<file path="config.mk">
export PLATFORM = sky130hd
export DESIGN_NAME = binary_mul_9_1_uni
export DESIGN_NICKNAME = d
export VERILOG_FILES = /design/src/rtl/binary_mul_9_1_uni.sv
export SDC_FILE = /design/constraint.sdc
export NUM_CORES = 1
export LEC_CHECK = 0
export ABC_AREA = 1
export BUFFER_PORTS_ARGS = -buffer_cell sky130_fd_sc_hd__buf_2
export CAP_MARGIN = 20
export CORE_MARGIN = 2
export CORE_UTILIZATION = 55
export DETAILED_ROUTE_END_ITERATION = 7
export PLACE_DENSITY = 0.75
export SYNTH_ARGS = -nofsm -noshare
export SYNTH_HDL_FRONTEND = slang
export SYNTH_SLANG_ARGS = --single-unit
</file>
<file path="constraint.sdc">
create_clock -name clk -period 7.9 [get_ports clk]
set_input_delay 1.185 -clock clk [delete_from_list [all_inputs] [get_ports clk]]
set_output_delay 1.185 -clock clk [all_outputs]
set_load 0.02 [all_outputs]
</file>
<file path="src/rtl/binary_mul_9_1_uni.sv">
// binary_mul_9_1_uni
//   Fully pipelined unsigned WIDTH x WIDTH -> 2*WIDTH multiplier, radix-2:
//   one partial-product row (one bit of B) is accumulated per stage.
//   Latency is WIDTH+1 enabled edges (input register + WIDTH accumulate
//   stages); a new operand pair is accepted on every enabled edge.
//
//   Optional macro: VALID_OUT_EN adds p_valid, a valid bit travelling with
//   the data that is 1 when P holds a product captured after reset release.
//
// Ports:
//   clk     in   rising-edge clock
//   rst_n   in   asynchronous reset, active HIGH (name kept for compatibility)
//   en      in   pipeline advance enable; 0 freezes every register
//   A       in   WIDTH-bit unsigned multiplicand
//   B       in   WIDTH-bit unsigned multiplier
//   p_valid out  (VALID_OUT_EN only) product-valid flag aligned with P
//   P       out  2*WIDTH-bit registered unsigned product
module binary_mul_9_1_uni #(
    parameter int unsigned WIDTH = 9
) (
    input  logic                 clk,
    input  logic                 rst_n,
    input  logic                 en,
    input  logic [WIDTH-1:0]     A,
    input  logic [WIDTH-1:0]     B,
`ifdef VALID_OUT_EN
    output logic                 p_valid,
`endif
    output logic [2*WIDTH-1:0]   P
);

    localparam int unsigned PW = 2 * WIDTH;

    // Operands travel alongside their partial sum: a_q[k]/b_q[k] belong to
    // stage k, s_q[k] is the sum after k rows. Stage 0 has an implicit sum of 0.
    logic [WIDTH-1:0] a_q [0:WIDTH-1];
    logic [WIDTH-1:0] b_q [0:WIDTH-1];
    logic [PW-1:0]    s_q [1:WIDTH];
    logic [PW-1:0]    row [1:WIDTH];

    // Partial-product row k: A shifted by k-1, gated by bit k-1 of B.
    always_comb begin
        for (int unsigned k = 1; k <= WIDTH; k++) begin
            row[k] = '0;
            if (b_q[k-1][k-1])
                row[k] = {{WIDTH{1'b0}}, a_q[k-1]} << (k - 1);
        end
    end

    always_ff @(posedge clk or posedge rst_n) begin
        if (rst_n) begin
            for (int unsigned k = 0; k < WIDTH; k++) begin
                a_q[k] <= '0;
                b_q[k] <= '0;
            end
            for (int unsigned k = 1; k <= WIDTH; k++)
                s_q[k] <= '0;
        end else if (en) begin
            a_q[0] <= A;
            b_q[0] <= B;
            for (int unsigned k = 1; k < WIDTH; k++) begin
                a_q[k] <= a_q[k-1];
                b_q[k] <= b_q[k-1];
            end
            s_q[1] <= row[1];
            for (int unsigned k = 2; k <= WIDTH; k++)
                s_q[k] <= s_q[k-1] + row[k];
        end
    end

    assign P = s_q[WIDTH];

`ifdef VALID_OUT_EN
    // v_q[0] marks stage 0; v_q[WIDTH] is aligned with P.
    logic [WIDTH:0] v_q;

    always_ff @(posedge clk or posedge rst_n) begin
        if (rst_n)
            v_q <= '0;
        else if (en)
            v_q <= {v_q[WIDTH-1:0], 1'b1};
    end

    assign p_valid = v_q[WIDTH];
`endif

endmodule

</file>
Yosys cells after proc, flatten, opt, wreduce, memory -nomap -nowiden

Index checks and enable logic that the tools add are counted.

Flip-flop bits (word level): 324
Input port bits: 21
Output and inout bits: 18
Logic and storage cells: 44

Add/sub/neg operators: 8
Muxes and demuxes: 9

Operator list:

| operator                | number |
|---|---|
| adder 18 x 10 -> 18 bit | 1 |
| adder 18 x 11 -> 18 bit | 1 |
| adder 18 x 12 -> 18 bit | 1 |
| adder 18 x 13 -> 18 bit | 1 |
| adder 18 x 14 -> 18 bit | 1 |
| adder 18 x 15 -> 18 bit | 1 |
| adder 18 x 16 -> 18 bit | 1 |
| adder 18 x 17 -> 18 bit | 1 |
| two-way mux 17 bit      | 1 |
| two-way mux 16 bit      | 1 |
| two-way mux 15 bit      | 1 |
| two-way mux 14 bit      | 1 |
| two-way mux 13 bit      | 1 |
| two-way mux 12 bit      | 1 |
| two-way mux 11 bit      | 1 |
| two-way mux 10 bit      | 1 |
| two-way mux 9 bit       | 1 |

Depth between registers and ports, before layout

Gate-level depths: netlist of run 1.

Depth after elaboration: 2
Depth in mapped cells: 14
Gate-level depth less buffers: 13

Least setup slack after synthesis of run 1

OpenSTA, ideal clock, no wires.

Path kind: input -> register
From: input port en
To: register a_q[41] (netlist bit)
Library setup time: 0.133 ns
Data arrival time: 1.835 ns
Required time: 7.767 ns
Slack: 5.932 ns
Stages: 6
Path buffers: 4
Path through: buf_4 buf_6 buf_6 buf_4 nand2_1 o21ai_0

RTL lines:

| what                           | RTL line | text |
|---|---|---|
| start: declaration             | 23       | `input logic en,` |
| end signal: indexed assignment | 62       | `a_q[k] <= a_q[k-1];` |
| end: declaration               | 36       | `logic [WIDTH-1:0] a_q [0:WIDTH-1];` |

==> results.md, run 1 <==
Logic synthesis:
- Counting every net in the synthesized netlist gives between 1500 and 2000.
- The average instance area after synthesis is slightly below 8 sq um.
- The portion of synthesized area spent on multiplexers is 0%.
- Of the total synthesized cell area, the portion taken by AND, OR, NAND and NOR gates is between 20% and 30%.
- The dominant combinational cell family by area after synthesis is simple AND/OR/NAND/NOR gates.
- The count of cell types in the netlist is 25.
- The synthesized netlist devotes under 10% of its cell area to compound gates.
- The parity-gate share of the synthesized area counting xor and xnor cells is less than 1%.
- For this run, the register share of the synthesized area comes to between 40% and 50%.
- The share of synthesized area in the top cell type comes to 47.5%.
- Counting flops and latches in the post-synthesis netlist gives 251.
- The biggest area contributor in the post-synthesis netlist is sky130_fd_sc_hd__dfrtp_1.
- In the post-synthesis netlist, the biggest area contributors are sky130_fd_sc_hd__dfrtp_1 (47%), sky130_fd_sc_hd__nand2_1 (18%), sky130_fd_sc_hd__inv_1 (7.4%), sky130_fd_sc_hd__ha_1 (6.7%), sky130_fd_sc_hd__o21ai_0 (6.4%).
- The Yosys step of the flow raised 0 warnings.
- The cell area that synthesis handed to floorplanning was ~13000 sq um.
- Summing the areas of all fa, ha and maj instances in the mapped netlist gives 7.93% of the synthesized area.
- Synthesis handed over a netlist of approximately 1700 instances.

Clock tree:
- The CTS clock-pin slew for the worst setup and hold paths is approximately 0.060 ns.
- The tree built by TritonCTS fans out to ~250 sinks.
- The number of levels the H-tree was split into is 1.
- The number of gates resized after CTS is 0.
- The buffer depth of the longest clock path is 3.
- Post-CTS timing repair inserted 0 buffers for setup.
- The clock root buffer master is sky130_fd_sc_hd__clkbuf_16.
- TritonCTS built the clock tree.
- The total of hold buffers inserted after clock tree synthesis is 0.
- The number of clock buffers inserted by TritonCTS is 27.
- Clock latency on the worst-skew pair, taken at its later pin, is approximately 0.55 ns.

Layout:
- For this run, the post-layout net count is 1798.
- The fraction of layout cells with a size suffix above 1 is 5.88%.
- At the end of the flow the core is filled with cells to 61.0%.
- Leaving out fill and tap cells, the most frequent cell in the layout is sky130_fd_sc_hd__nand2_1.
- In the layout the commonest cells are sky130_fd_sc_hd__nand2_1 (635), sky130_fd_sc_hd__inv_1 (260), sky130_fd_sc_hd__dfrtp_1 (251).
- The final antenna diode count is 0.
- The area growth from synthesis to layout is 8.60%.

STA:
- The measured slew at the worst slew-check pin is between 0.9 and 1 ns.
- The final count of pins violating max slew is 0.
- The final critical-path setup slack is about 5 ns.
- Setup repair after global routing left no endpoint under its margin.
- The part of the cycle the worst path needs is between 30 and 40%.
- The hold violation count in the final report came to 0.
- After layout, the minimum clock period comes to a little under 3 ns.
- On the final layout, the worst hold slack is about 0.47 ns.
- Setup violations remaining at the end of the flow were counted as 0.
- Static timing analysis puts the maximum clock frequency at 335 MHz.
- Summed over all failing endpoints, the final setup total negative slack is 0 ns.
- The maximum clock skew at final layout is ~0.018 ns.
- Headroom to the max-slew limit came out at between 30% and 40%.

Placed design:
- The count of buffers from port buffering is 38.
- Routability-driven placement finished with a final weighted congestion of 0.810.
- The worst setup timing slack at the placement stage is 4.43 ns.
- The post-detailed-placement half-perimeter wirelength is 16400 um.

Critical path:
- Of all nets on the critical path, the largest fanout is 132.
- Together, buffers and inverters on the worst path number 3.
- In this run the critical register-to-register path is launched from b_q[40].
- The worst register-to-register path has a depth of 13.
- The worst setup path is of the in -> reg kind.
- The worst setup slack for register-to-register paths is 5.78 ns.
- The worst setup path is captured at a flip-flop.
- The master of the slowest instance on the critical path is sky130_fd_sc_hd__buf_6.
- In this run the critical register-to-register path is captured at s_q[84].
- Data on the critical path is required at its endpoint by 8.31 ns.
- Grouping stages by cell kind, the critical path spends the most delay in buffers and inverters.
- STA classifies the critical path startpoint as an input pin.
- The largest single stage delay on the critical path is around 0.55 ns.
- Traced cell by cell, the critical path runs through buf_6 > inv_6 > buf_4 > nor2_1 > o21ai_0 > a31oi_1 > a21oi_1.
- At the worst endpoint, the arrival time is roughly 3.4 ns.

Floorplan:
- The total die area is around 25000 sq um.
- The chip width is roughly 160 um.
- The vertical die dimension is roughly 160 um.
- The number of standard-cell rows in the floorplan is 56.
- The core area is 23500 sq um.
- Once the floorplan was initialized, standard cells occupied a little under three fifths of the core.
- The number of ports placed on the die boundary is 39.

Detailed routing:
- The routed layout has approximately 10000 vias.
- Dividing the detail-routed wire length by the instance count gives around 12 um.
- The detailed router finished its first iteration with 638 violations.
- The mean number of vias per cell is 5.01.
- In the routed design, unresolved DRC markers number 0.
- The routed design has between 20000 and 25000 um of wire.
- The count of nets left with antenna violations once routing finished came out at 0.
- The first detailed-routing pass ran for 5 iterations.

Hold path:
- For hold timing, the worst endpoint is P[9].
- Counting instances, the worst hold path has a depth of 2.
- The type of the most critical hold path is reg -> reg.
- The critical hold path startpoint is P[9].

Global routing:
- The wire length of the first global-routing pass is approximately 44000 um.
- Entering global routing, the biggest net connects between 150 and 200 pins.
- The number of global-route vias before repair was roughly 9600.
- The number of antenna violations at the first check in global routing is 0.
- In the global route stage, overall resource usage came out at about a fifth.
- Summed over all layers, the global routing overflow is 0.

Pwr:
- The post-route total power is between 3 and 4 mW.
- IR analysis of the VDD net gives a maximum drop of between 200 and 300 uV.
- Combinational logic burns 19.9% of the power.
- The power density over the cells is about 260 nW/um^2.
- The design internal power is roughly 2.6 mW.
- The net switching power of the design is ~1.1 mW.
- The leakage power of the design is 8.13 nW.
- Net switching is just over 30% of the power.
- The relative contribution of the clock network to total power is approximately 35%.
- Registers are responsible for a little under half of the overall power.

Status:
- The flow ran to the end, and the final reports show no timing, DRC or antenna violations.

Job:
- The number of maximum-capacitance constraint violations is 0.
==> routing by layer <==
metal | GRT usage [%] | part of all wire, % | up-vias
met5 | 0 | 0 | -
met2 | 34.7 | 48 | 167
met1 | 27.3 | 46 | 4760
met3 | 2.45 | 3.2 | 45
met4 | 4.55 | 2.1 | 0
li1 | - | - | 5232
==> synthesized netlist by cell type <==
cell / n
sky130_fd_sc_hd__a211oi_1: 3
sky130_fd_sc_hd__a21oi_1: 33
sky130_fd_sc_hd__a31oi_1: 4
sky130_fd_sc_hd__and2_1: 1
sky130_fd_sc_hd__buf_2: 27
sky130_fd_sc_hd__buf_4: 29
sky130_fd_sc_hd__buf_6: 4
sky130_fd_sc_hd__clkbuf_1: 20
sky130_fd_sc_hd__dfrtp_1: 251
sky130_fd_sc_hd__fa_1: 8
sky130_fd_sc_hd__ha_1: 71
sky130_fd_sc_hd__inv_1: 261
sky130_fd_sc_hd__inv_4: 1
sky130_fd_sc_hd__nand2_1: 635
sky130_fd_sc_hd__nand3_1: 79
sky130_fd_sc_hd__nand3b_1: 21
sky130_fd_sc_hd__nor2_1: 50
sky130_fd_sc_hd__nor3_1: 5
sky130_fd_sc_hd__o21ai_0: 169
sky130_fd_sc_hd__o21ai_1: 2
sky130_fd_sc_hd__o22ai_1: 7
sky130_fd_sc_hd__or2_1: 1
sky130_fd_sc_hd__or2_2: 11
sky130_fd_sc_hd__xnor2_1: 4
sky130_fd_sc_hd__xor2_1: 7
==> how the worst max path moves through the flow <==
stage               start      end  slack, ns  cells past startpoint
finish                 en  s_q[34]       4.92                      7
global route           en  s_q[34]       4.65                      7
CTS                    en  s_q[34]       5.00                      7
detailed placement     en  s_q[34]       4.43                      7
global placement       en  s_q[51]       4.49                      7
floorplan           rst_n     P[0]       3.41                      1
==> power by group through the flow <==
stage	clock network, mW	logic (mW)	registers, mW
detailed placement	0	0.730	1.70
global placement	0	0.705	1.69
floorplan	0	0.630	1.64
global route	1.35	0.853	1.71
CTS	1.30	0.737	1.68
finish	1.27	0.732	1.68
==> sequential cells by signal (all words and copies together) (netlist names) <==
name and count:
b_q 45, s_q 107, a_q 81, P 18
==> area by class of cell <==
| type | instances | area (sq um) |
|---|---|---|
| Inverter | 262 | 992 |
| Sequential cell | 251 | 6280 |
| Tap cell | 319 | 399 |
| Clock inverter | 10 | 126 |
| Clock buffer | 38 | 777 |
| Multi-Input combinational cell | 1111 | 5490 |
| Fill cell | 2095 | 9180 |
| Timing Repair Buffer | 45 | 302 |
==> logic make-up (layout without fill, tap and decap cells) <==
family,count (synthesis),count (layout)
xor+xnor,11,11
compound gates,218,218
simple gates,803,803
buf+inv,342,355
fa+ha+maj,79,79
flops,251,251
==> through the flow <==
stage,cells,cell area (sq um)
after CTS,2034,14300
after global placement,1986,13400
after detailed placement,1986,13400
after global routing,2036,14400
final,2036,14400
after floorplan,1704,13200
==> worst reg2reg max path: stages (launching register included) <==
cell and delay (ns):
sky130_fd_sc_hd__dfrtp_1 0.56, sky130_fd_sc_hd__nand2_1 0.09, sky130_fd_sc_hd__inv_1 0.06, sky130_fd_sc_hd__ha_1 0.17
sky130_fd_sc_hd__inv_1 0.06, sky130_fd_sc_hd__fa_1 0.37, sky130_fd_sc_hd__inv_1 0.08, sky130_fd_sc_hd__nand2_1 0.07
sky130_fd_sc_hd__nand2_1 0.12, sky130_fd_sc_hd__nand3_1 0.13, sky130_fd_sc_hd__nand2_1 0.10, sky130_fd_sc_hd__nand2_1 0.05
sky130_fd_sc_hd__nand3_1 0.08, sky130_fd_sc_hd__nand2_1 0.07
Note: power is estimated with default switching activity, not from simulation.
==> inputs of run 2 (changes only) <==
==> constraint.sdc (replaced) <==
create_clock -name clk -period 2.6 [get_ports clk]
set_input_delay 0.39 -clock clk [delete_from_list [all_inputs] [get_ports clk]]
set_output_delay 0.39 -clock clk [all_outputs]
set_load 0.02 [all_outputs]
==> run 2 against run 1 <==
Routed wire length grew 4.0%. Hold slack worse by 0.42 ns. Cell count about the same. Clock skew shrank 0.0046 ns. Count of clock-buffer cells in the layout increased by 2. Sequential cell count did not move. Design area about the same. Worst setup slack worse by 4.4 ns. Die area unchanged. Register-to-register slack worse by 5.2 ns. Via count up 0.65%. Critical path type is now reg -> reg. Largest cell class unchanged.
==> results.md, run 2 (synthesized netlist as in run 1, its figures left out) <==
Layout:
- Biggest registers after layout: s_q x107, a_q x81, b_q x45 (unchanged).
- Highest-count cells in the layout ignoring fill and taps: sky130_fd_sc_hd__nand2_1 (635), sky130_fd_sc_hd__inv_1 (260), sky130_fd_sc_hd__dfrtp_1 (251) (unchanged).
- The area of the multi-input gates is 5490 sq um (unchanged).
- The fill cell total of the finished layout is 2103 (was 2095).
- The flip-flop count of the largest register, all copies and words added is 107 (unchanged).
- The register name with the most flops is s_q (unchanged).
- The fraction of layout cells with a size suffix above 1 came to 5.70% (was 5.88%).
- The final standard cell area without fillers is 14400 sq um (about the same).
- The signed area change from the synthesized netlist to the final layout came to 8.64% (was 8.60%).
- The number of nets in the finished design is 1802 (was 1798).
- The final antenna diode count is 0 (unchanged).
- The most frequent standard cell in the layout excluding fill and tap cells is sky130_fd_sc_hd__nand2_1 (unchanged).
- The count of placed standard cells in the final layout, fillers left out was 2037 (was 2036).
- The total area of sequential cells is 6280 sq um (unchanged).

Critical path:
- The class of the most critical setup path is reg -> reg (was in -> reg).
- The launching element of the worst setup path is b_q[64] (was en).
- The worst reg-to-reg path cell count came to 13 (unchanged).
- The delay of the slowest cell on the worst path came to 0.52 ns (was 0.55 ns).
- The endpoint arrival time on the critical path is 2.47 ns (was 3.40 ns).
- The worst setup slack for register-to-register paths is 0.56 ns (was 5.78 ns).
- The largest delay contributor family on the critical path is simple AND/OR/NAND/NOR gates (was buffers and inverters).
- The worst flop-to-flop path startpoint is b_q[64] (was b_q[40]).
- The startpoint class of the critical path is a flip-flop (was input pin).
- The maximum fanout along the worst path came to 10 (was 132).
- The required time of the critical path is 3.03 ns (was 8.31 ns).
- Crit path cell chain: nand2_1 > inv_1 > ha_1 > inv_1 > fa_1 > inv_1 > nand2_1 > nand2_1 > nand3b_1 > nand2_1 > nand2_1 > nand3_1 > nand2_1 (was buf_6 > inv_6 > buf_4 > nor2_1 > o21ai_0 > a31oi_1 > a21oi_1).
- The number of cells on the critical path is 13 (was 7).
- The type of element capturing the critical path is a flip-flop (unchanged).
- The reg-to-reg critical path endpoint is s_q[133] (was s_q[84]).
- The endpoint of the worst setup timing path was s_q[133] (was s_q[34]).
- In this design, the critical path's most frequently occurring cell is sky130_fd_sc_hd__nand2_1.
- The buffer and inverter count on the worst path is 3 (unchanged).
- The master of the slowest instance on the critical path is sky130_fd_sc_hd__dfrtp_1 (was sky130_fd_sc_hd__buf_6).

Placed design:
- The cell count after placement was 1992 (was 1986).
- The post-detailed-placement half-perimeter wirelength is 18100 um (was 16400 um).
- The global placement routability congestion was 0.909 (was 0.810).
- The placement-stage cell area was 13500 sq um (was 13400 sq um).
- The count of buffers from port buffering is 38 (unchanged).

Detailed routing:
- The number of iterations in the first detailed-routing pass is 5 (unchanged).
- The number of design rule violations left after detail routing was 0 (unchanged).
- The mean number of vias per cell is 5.04 (was 5.01).
- The total number of vias is 10270 (was 10204).
- The routed wire length was 26000 um (was 25000 um).
- The wire length per cell after detailed routing is 12.7 um (was 12.3 um).
- The number of DRC violations after detailed-routing iteration 0 is 650 (was 638).
- The count of antenna-violating nets left after detailed routing is 0 (unchanged).

Clock tree:
- The clock root buffer master is sky130_fd_sc_hd__clkbuf_16 (unchanged).
- The buffer depth of the longest clock path is 3 (unchanged).
- The CTS tree is done (unchanged).
- The clock sink count is 251 (unchanged).
- The number of levels the H-tree was split into is 1 (unchanged).
- The later-pin clock latency in the skew report is 0.54 ns (was 0.55 ns).
- The number of clock buffers inserted by TritonCTS is 26 (was 27).
- The number of gates resized after CTS came to 0 (unchanged).
- The CTS clock-pin slew for the worst setup and hold paths came to 0.06 ns (about the same).

Pwr:
- The power density over the cells was 766 nW/um^2 (was 256 nW/um^2).
- The relative contribution of the clock network to total power was 32.9% (was 34.5%).
- The switching part of the total came to 30.8% (was 30.6%).
- The post-route total power is 11.0 mW (was 3.68 mW).
- The highest ir drop seen on vdd is 592 uV (was 258 uV).
- The design internal power came to 7.61 mW (was 2.55 mW).
- The sequential share of power is 46.4% (was 45.5%).
- The net switching power of the design is 3.39 mW (was 1.12 mW).
- The leakage power of the design is 8.13 nW (about the same).
- The share of power burned in combinational logic is 20.8% (was 19.9%).

STA:
- The hold violation count in the final report is 0 (unchanged).
- The final critical delay including setup and external delays is 2.04 ns.
- The worst path uses approximately 78% of the clock period.
- The maximum clock skew at final layout is 0.0137 ns (was 0.0184 ns).
- RSZ-0062 raised after global routing: no (unchanged).
- The highest achievable clock rate is a little under 500 MHz.
- The count of endpoints failing setup in the final report came to 0 (unchanged).
- The tightest slew margin relative to the limit is 50.2% (was 39.0%).
- The measured slew at the worst slew-check pin is 0.747 ns (was 0.915 ns).
- The final count of pins violating max slew was 0 (unchanged).
- The hold slack is 0.0468 ns (was 0.470 ns).

Status:
- Result of the run: finished, final reports clean (unchanged).

Floorplan:
- The number of ports placed on the die boundary is 39 (unchanged).
- The chip width is 159 um (unchanged).
- The starting density of the core was 56.2% (unchanged).
- The vertical die dimension is 159 um (unchanged).
- The total die area is 25300 sq um (unchanged).
- The core area is 23500 sq um (unchanged).
- The number of standard-cell rows in the floorplan is 56 (unchanged).

Global routing:
- The number of antenna violations at the first check in global routing came to 0 (unchanged).
- The largest net degree at the start of global routing came to 129 (was 167).
- The global-route congestion overflow total was 0 (unchanged).
- The global-route total usage across every layer is 20.9% (was 20.0%).
- The wire length of the first global-routing pass is 45200 um (was 43700 um).
- The number of global-route vias before repair is 9882 (was 9559).

Hold path:
- The type of the most critical hold path was in -> reg (was reg -> reg).

Job:
- The number of maximum-capacitance constraint violations is 0 (unchanged).
==> run 2: through the flow <==
stage	util, %	TNS [ns]	setup slack, ns
floorplan	-	-274.01	-1.09
finish	61.0	0	0.563
detailed placement	57.5	0	0.616
CTS	61.0	0	0.566
global route	61.0	0	0.371
global placement	57.5	0	0.690
==> run 2: power groups by stage <==
| stage | Combinational (mW) | Sequential, mW | Clock [mW] |
|---|---|---|---|
| 6_report | 2.29 | 5.10 | 3.62 |
| 5_1_grt | 2.65 | 5.19 | 3.84 |
| 4_1_cts | 2.31 | 5.10 | 3.67 |
| 3_5_place_dp | 2.28 | 5.16 | 0 |
| 3_3_place_gp | 2.21 | 5.14 | 0 |
| 2_1_floorplan | 1.91 | 4.99 | 0 |
==> run 2: worst min-delay path by stage <==
stage          depth (start not counted)   start      end
2_1_floorplan                          2  a_q[3]   a_q[3]
3_3_place_gp                           2   rst_n    P[16]
3_5_place_dp                           2   rst_n    P[16]
4_1_cts                                3    B[8]  b_q[80]
5_1_grt                                3    A[2]  a_q[74]
6_report                               3    A[2]  a_q[74]
==> run 2: routing by layer <==
metal / GRT usage [%] / wire length [um]
met5: 0 / 0
met4: 6.07 / 675
met3: 2.29 / 712
met2: 36.7 / 12900
met1: 27.4 / 11700
==> run 2: timing repair <==
| item | CTS | global route |
|---|---|---|
| hold buffers | 1 | 0 |
| endpoints found under the hold margin | 1 | 0 |
| setup buffers | 0 | 0 |
==> run 2: layout make-up <==
| type | count | share of cell area, % |
|---|---|---|
| Clock buffer | 40 | 5.31 |
| Clock inverter | 4 | 0.488 |
| Inverter | 262 | 6.90 |
| Multi-Input combinational cell | 1111 | 38.2 |
| Sequential cell | 251 | 43.7 |
| Tap cell | 319 | 2.78 |
| Timing Repair Buffer | 50 | 2.62 |
==> run 2: worst reg2reg max path, delay by kind of cell, from the launching register on <==
family	cells	cell delay, ns
adder cells (fa/ha/maj)	2	0.54
buffers and inverters	3	0.22
flip-flops	1	0.52
AND/OR/NAND/NOR	8	0.65
